File: src/rtl/ibex_l2_regfile_resp.sv
// L2 register store responder: flop array with a configurable read latency and a
// one-entry posted write buffer that forwards to reads and drains on non-read cycles.
module ibex_l2_regfile_resp #(
  parameter int DataWidth   = 32,
  parameter int AddrWidth   = 5,
  parameter int NumWords    = 32,
  parameter int ReadLatency = 1
) (
  input  logic                 clk_i,
  input  logic                 rst_ni,
  input  logic                 req_i,
  input  logic                 we_i,
  input  logic [AddrWidth-1:0] addr_i,
  input  logic [DataWidth-1:0] wdata_i,
  output logic                 gnt_o,
  output logic                 rvalid_o,
  output logic [DataWidth-1:0] rdata_o,
  output logic                 err_o,
  output logic                 busy_o
);

  localparam logic [0:0] IDLE    = 1'b0;
  localparam logic [0:0] RD_WAIT = 1'b1;

  localparam int                 IdxW      = (NumWords > 1) ? $clog2(NumWords) : 1;
  localparam logic [AddrWidth:0] NumWordsW = (AddrWidth + 1)'(NumWords);
  localparam logic [1:0]         LatInit   = 2'(ReadLatency - 1);

  logic [0:0]           state_q, state_d;
  logic [1:0]           cnt_q, cnt_d;
  logic                 wb_valid_q, wb_valid_d;
  logic [AddrWidth-1:0] wb_addr_q, wb_addr_d;
  logic [DataWidth-1:0] wb_data_q, wb_data_d;
  logic [DataWidth-1:0] mem_q [NumWords];

  logic [ReadLatency-1:0] pv_q;
  logic [ReadLatency-1:0] pe_q;
  logic [DataWidth-1:0]   pd_q [ReadLatency];

  logic                 addr_in_range, addr_zero;
  logic                 rd_launch, wr_capture, wb_commit;
  logic [DataWidth-1:0] rd_data_s;
  logic                 rd_err_s;

  assign gnt_o         = (state_q == IDLE);
  assign addr_in_range = ({1'b0, addr_i} < NumWordsW);
  assign addr_zero     = (addr_i == '0);
  assign rd_launch     = req_i & gnt_o & ~we_i;
  assign wr_capture    = req_i & gnt_o & we_i & addr_in_range & ~addr_zero;
  // The single array port is free whenever no read launches this cycle.
  assign wb_commit     = wb_valid_q & ~rd_launch;

  always_comb begin
    rd_data_s = '0;
    rd_err_s  = ~addr_in_range;
    if (addr_in_range && !addr_zero) begin
      if (wb_valid_q && (wb_addr_q == addr_i)) begin
        rd_data_s = wb_data_q;
      end else begin
        rd_data_s = mem_q[addr_i[IdxW-1:0]];
      end
    end
  end

  always_comb begin
    state_d = state_q;
    cnt_d   = cnt_q;
    case (state_q)
      IDLE: begin
        if (rd_launch) begin
          cnt_d = LatInit;
          if (ReadLatency > 1) state_d = RD_WAIT;
        end
      end
      RD_WAIT: begin
        cnt_d = cnt_q - 2'd1;
        if (cnt_q == 2'd1) state_d = IDLE;
      end
      default: state_d = IDLE;
    endcase
  end

  always_comb begin
    wb_valid_d = wr_capture | (wb_valid_q & rd_launch);
    wb_addr_d  = wr_capture ? addr_i  : wb_addr_q;
    wb_data_d  = wr_capture ? wdata_i : wb_data_q;
  end

  always_ff @(posedge clk_i or negedge rst_ni) begin
    if (!rst_ni) begin
      state_q    <= IDLE;
      cnt_q      <= 2'd0;
      wb_valid_q <= 1'b0;
      wb_addr_q  <= '0;
      wb_data_q  <= '0;
    end else begin
      state_q    <= state_d;
      cnt_q      <= cnt_d;
      wb_valid_q <= wb_valid_d;
      wb_addr_q  <= wb_addr_d;
      wb_data_q  <= wb_data_d;
    end
  end

  // Entry 0 is never a commit target since writes to it are dropped at capture.
  always_ff @(posedge clk_i or negedge rst_ni) begin
    if (!rst_ni) begin
      for (int i = 0; i < NumWords; i++) mem_q[i] <= '0;
    end else if (wb_commit) begin
      mem_q[wb_addr_q[IdxW-1:0]] <= wb_data_q;
    end
  end

  always_ff @(posedge clk_i or negedge rst_ni) begin
    if (!rst_ni) begin
      pv_q <= '0;
      pe_q <= '0;
      for (int i = 0; i < ReadLatency; i++) pd_q[i] <= '0;
    end else begin
      pv_q[0] <= rd_launch;
      pe_q[0] <= rd_launch & rd_err_s;
      pd_q[0] <= rd_launch ? rd_data_s : '0;
      for (int i = 1; i < ReadLatency; i++) begin
        pv_q[i] <= pv_q[i-1];
        pe_q[i] <= pe_q[i-1];
        pd_q[i] <= pd_q[i-1];
      end
    end
  end

  assign rvalid_o = pv_q[ReadLatency-1];
  assign err_o    = pe_q[ReadLatency-1];
  assign rdata_o  = pv_q[ReadLatency-1] ? pd_q[ReadLatency-1] : '0;
  assign busy_o   = wb_valid_q | (state_q != IDLE) | (|pv_q);

endmodule

File: config.mk
export PLATFORM = sky130hd
export DESIGN_NAME = ibex_l2_regfile_resp
export DESIGN_NICKNAME = d
export VERILOG_FILES = /design/src/rtl/ibex_l2_regfile_resp.sv
export SDC_FILE = /design/constraint.sdc
export NUM_CORES = 1
export LEC_CHECK = 0
export CORE_ASPECT_RATIO = 0.5
export CORE_MARGIN = 5
export CORE_UTILIZATION = 65
export CTS_BUF_LIST = sky130_fd_sc_hd__clkbuf_16
export CTS_CLUSTER_DIAMETER = 30
export CTS_CLUSTER_SIZE = 24
export DETAILED_ROUTE_END_ITERATION = 6
export PLACE_DENSITY = 0.84
export SYNTH_ARGS = -nofsm -noshare
export SYNTH_HDL_FRONTEND = slang
export SYNTH_SLANG_ARGS = --single-unit
File: constraint.sdc
create_clock -name clk_i -period 4.5 [get_ports clk_i]
set_input_delay 0.675 -clock clk_i [delete_from_list [all_inputs] [get_ports clk_i]]
set_output_delay 0.675 -clock clk_i [all_outputs]
set_load 0.05 [all_outputs]
# == Yosys cells after proc, flatten, opt, wreduce, memory -nomap -nowiden ==
# Index checks and enable logic that the tools add are counted.
# word_totals
reg_bits,1098
latchBits,0
mem_bits_rw,0
rom_bits,0
inputBits,41
out_inout_bits,36
word_cells,78
n_memories,0
# classes
add_sub_neg,1
mul,0
div,0
n_lt_le_gt_ge,3
eq_ne,3
shift,0
n_mux,14
n_bitwise,15
reduce_logical,3
# ops
op,count
$bwmux W1024,1
$mux W32,7
$bmux W32 S5,1
$demux W32 S5,1
$ge A6 B6 Y1 const B,2
$not A5 Y6,2
$and A1 B1 Y1,6
$lt A6 B1 Y1 const B,1
$eq A5 B5 Y1,1
$logic_not A5 Y1,1
$not A1 Y1,4
$pmux W2 S2,1
$or A1 B1 Y1,3
$eq A2 B1 Y1 const B,1
$logic_and A1 B1 Y1,2
$mux W1,2
$mux W2,1
$ne A2 B1 Y1 const B,1
$sub A2 B1 Y2 const B,1

# == Depth between registers and ports, before layout ==
# logic_depth
word_depth,7
mapped_depth,12
mapped_depth_nobuf,6

# == Least setup slack after synthesis ==
# No wires, ideal clock.
# synth_path
kind,input port to flip-flop
startpoint,input port addr_i[0]
endpoint,register pd_q[8] (netlist bit)
setup_time_ps,137
t_arrival_ps,2227
required_time_ps,4363
setup_slack_ps,2136
cell_stages,9
cell_sequence,buf_6 > buf_12 > buf_12 > buf_4 > mux4_2 > nor3b_1 > a21oi_1 > a21oi_1 > a21oi_1
# synth_between
elab_chain_len,7
word_cells_on_any_way,10
# synth_lines
element,line,rtl
start: declaration,13,"input logic [AddrWidth-1:0] addr_i,"
$not A5 Y6 (not written as such),60,rd_data_s = mem_q[addr_i[IdxW-1:0]];
$bmux W32 S5,60,
$mux W32 (not written as such) (2 in a row),60,
$mux W32,57,if (wb_valid_q && (wb_addr_q == addr_i)) begin
$mux W32 *,56,if (addr_in_range && !addr_zero) begin
$mux W32 *,122,pd_q[0] <= rd_launch ? rd_data_s : '0;
end signal: indexed assignment,126,pd_q[i] <= pd_q[i-1];
end: declaration,38,logic [DataWidth-1:0] pd_q [ReadLatency];
# Every way passes the cells marked *; elsewhere a longest branch is shown, timed or not. The select of a mux whose other input is x is not followed.
# A chain may end at the register's enable or synchronous reset.

# == Worst setup path after layout ==
# layout_path
startpoint,"register pv_q, in the netlist rvalid_o"
endpoint,output port rdata_o[5]
# layout_between
elab_chain_len,1
# layout_lines
element,line,rtl
start: declaration,36,logic [ReadLatency-1:0] pv_q;
start signal: indexed assignment,124,pv_q[i] <= pv_q[i-1];
$mux W32,133,assign rdata_o = pv_q[ReadLatency-1] ? pd_q[ReadLatency-1] : '0;
end: declaration,17,"output logic [DataWidth-1:0] rdata_o,"
# No other way between the ends.

==> impl_metrics.yaml <==
placement:
  dp_slack_ps: 921
  place.gp.congestion: 0.856
  portBuffers: 75
  dp_hpwl_um: 77700
timing:
  skew_ps: 20.1
  worst_slew_pin_slew_ps: 1250
  hold_viol_final: 0
  layout_min_cycle_time_ps: 3700
  fin_ws_ps: 800
  fin_crit_sh_pct: 82.2
  fmax_ghz: 0.270
  finalSetupTns_ps: 0
  rsz0062_at_grt: "no"
  finalSetupViolations: 0
  maxSlewViolCount: 0
  relSlewSlack_pct: 14.6
logic_synthesis:
  synthMuxAreaShare_pct: 35.8
  synth_nets: 3397
  synthAdderAreaFrac_pct: 0.0250
  synth_compound_area_share_pct: 3.53
  synth_seq_area_share_pct: 54.8
  synth-xor-area-share_pct: 0.0873
  synth_edf_count: 0
  netlist_area_um2: 50100
  synth_top_family_by_area: "multiplexers"
  yosys.area_share.simple_pct: 2.15
  yosys_register_bits: 1098
  async_reset_ff_share_pct: 100
  netlist_instances: 3355
  syn_area_per_cell_um2: 14.9
  ys_types: 54
  synthFlopType: "dfrtp_1"
  ys_warn_count: 0
route:
  drtAntennaViolNets: 0
  drt_wl_total_um: 135000
  drtPass1Iterations: 6
  vias: 30800
  drt_iter0_markers: 3449
  drc: 0
  wl_per_cell_um: 29.8
  viasPerCell: 6.81
critical_path:
  arrival_ps: 3030
  cp_num_buf_inv: 2
  r2r_cells: 6
  slowest_stage: "clkdlybuf4s50_1"
  critical_path.top_delay_family: "buffers and inverters"
  startpoint_type: "flop"
  crit_path_cell_trace: "buf_4 -> and2_1 -> clkdlybuf4s50_1"
  cp.depth: 3
  worstSetupEndpointType: "output pin"
  required_ps: 3830
  crit_type: "reg -> out"
  path_max_fanout: 20
  crit_path_max_incr_delay_ps: 840
pwr:
  leakagePower_nw: 26.7
  pwr_density_cell_nw_per_um2: 551
  p_total_mw: 31.1
  ir_worst_vdd_v: 0.000427
cts:
  cts_tree: "yes"
  cts.path.max_buffers: 3
  clock_latency_ps: 710
  post_cts_resized: 0
  hold_buffers: 0
  numCtsBuffers: 137
  path_clk_slew_ps: 60
  cts_setup_buffers: 0
  htree_levels: 4
  cts_root_buf: "clkbuf_16"
  clock_sinks: 1098
floorplanning:
  io_pins: 77
  core_um2: 76800
  die_area_um2: 83100
  chipHeight_um: 206
  fp.dieW_um: 403
  start_util_pct: 65.3
  std_cell_rows: 72
global_route:
  grt_overflow: 0
  grt_pass1_vias: 32900
  track_usage_pct: 33.0
  grt_antenna_before_repair: 1
  grt_pass1_wl_um: 207000
  grt_max_degree: 118
flow_run:
  cap_violations: 0
cells_and_area:
  layout-drive-gt1-share_pct: 47.4
  final_nets: 3421
  syn_to_final_growth_pct: 12.8
  diodes: 0
worst_hold_path:
  hold_path.class: "in -> async"
outcome:
  status: "finished clean"
==> routing by layer <==
layer  part of all wire [%]  GRT usage (%)  vias up
met4                    4.1           13.1        2
li1                       -              -    12400
met1                     40           45.9    16500
met5                 0.0097              0        -
met3                    9.5           8.21      375
met2                     46           51.0     1524
==> final timing paths <==
check	start	to	slack, ps
worst max-delay path	rvalid_o$_DFF_PN0_	rdata_o[5]	800
worst min-delay path	rst_ni	mem_q[976]$_DFFE_PN0P_	70
worst max register to register	state_q$_DFF_PN0_	mem_q[735]$_DFFE_PN0P_	1450
worst min register to register	mem_q[118]$_DFFE_PN0P_	mem_q[118]$_DFFE_PN0P_	490
max in group asynchronous	rst_ni	mem_q[505]$_DFFE_PN0P_	3130
min in group clk_i	mem_q[118]$_DFFE_PN0P_	mem_q[118]$_DFFE_PN0P_	490
==> synth_stat cells (all sizes together) (15+ instances only) <==
library cell	n	area share, %
clkbuf	153	1.1
mux2	1131	25
o22ai	23	0.29
mux2i	184	3.7
nor3	15	0.18
buf	170	2.4
a22oi	36	0.54
nor2	63	0.47
a21oi	32	0.32
and2	34	0.42
a211oi	26	0.39
o21ai	44	0.44
a2111oi	15	0.26
dfrtp	1098	55
nand3	20	0.20
mux4	150	6.8
a221oi	29	0.54
nand2	26	0.19
==> worst register-to-register path, delay by kind of cell, from the launching register on <==
family           cells  cell delay, ps
and+or+nand+nor      5            1850
DFF                  1             470
muxes                1             620
==> cell families after synthesis <==
logic type      count (synthesis)
flops                        1098
mux                          1465
other cells                     1
xor+xnor                        5
buf+inv                       329
simple gates                  207
fa+ha+maj                       1
compound gates                249
==> sequential cells by signal (all words and copies together), names as in the netlist <==
register,cells
mem_q,1024
pd_q,32
wb_data_q,32
wb_addr_q,5
cnt_q,2
rvalid_o,1
state_q,1
wb_valid_q,1
==> cells in the final DEF (no fill, tap or decap), drive strengths merged, types with 23 or more instances in the layout <==
cell type,n
a211oi,26
a21oi,32
a221oi,29
a22oi,36
and2,34
buf,139
clkbuf,143
clkdlybuf4s50,69
clkinv,45
dfrtp,1098
inv,36
mux2,1131
mux2i,184
mux4,150
nand2,26
nor2,63
o21ai,44
o22ai,23
==> metrics by stage <==
step	std cells	utilization [%]	hold slack, ps	cell area, um2
2_1_floorplan	3355	-	379	50100
5_1_grt	4520	73.6	131	56500
3_5_place_dp	4276	67.6	475	52000
3_3_place_gp	4276	67.6	463	52000
6_report	4520	73.6	72.4	56500
4_1_cts	4520	73.6	90.2	56500
==> report_power, final <==
| group | leakage [nW] | internal, mW | switching, mW |
|---|---|---|---|
| Combinational | 9.72 | 3.37 | 2.17 |
| Clock | 2.28 | 6.72 | 4.36 |
| Sequential | 14.7 | 12.7 | 1.85 |
==> area by class of cell <==
cell class	count	area, um2
flip-flops and latches	1098	27500
multi-input cells	1928	21100
fillers	4403	20300
clock buffers	143	3580
repair buffers	208	2060
well taps	1036	1300
clock inverters	101	1010
inverters	6	22.5
Note: power is estimated with default switching activity, not from simulation.
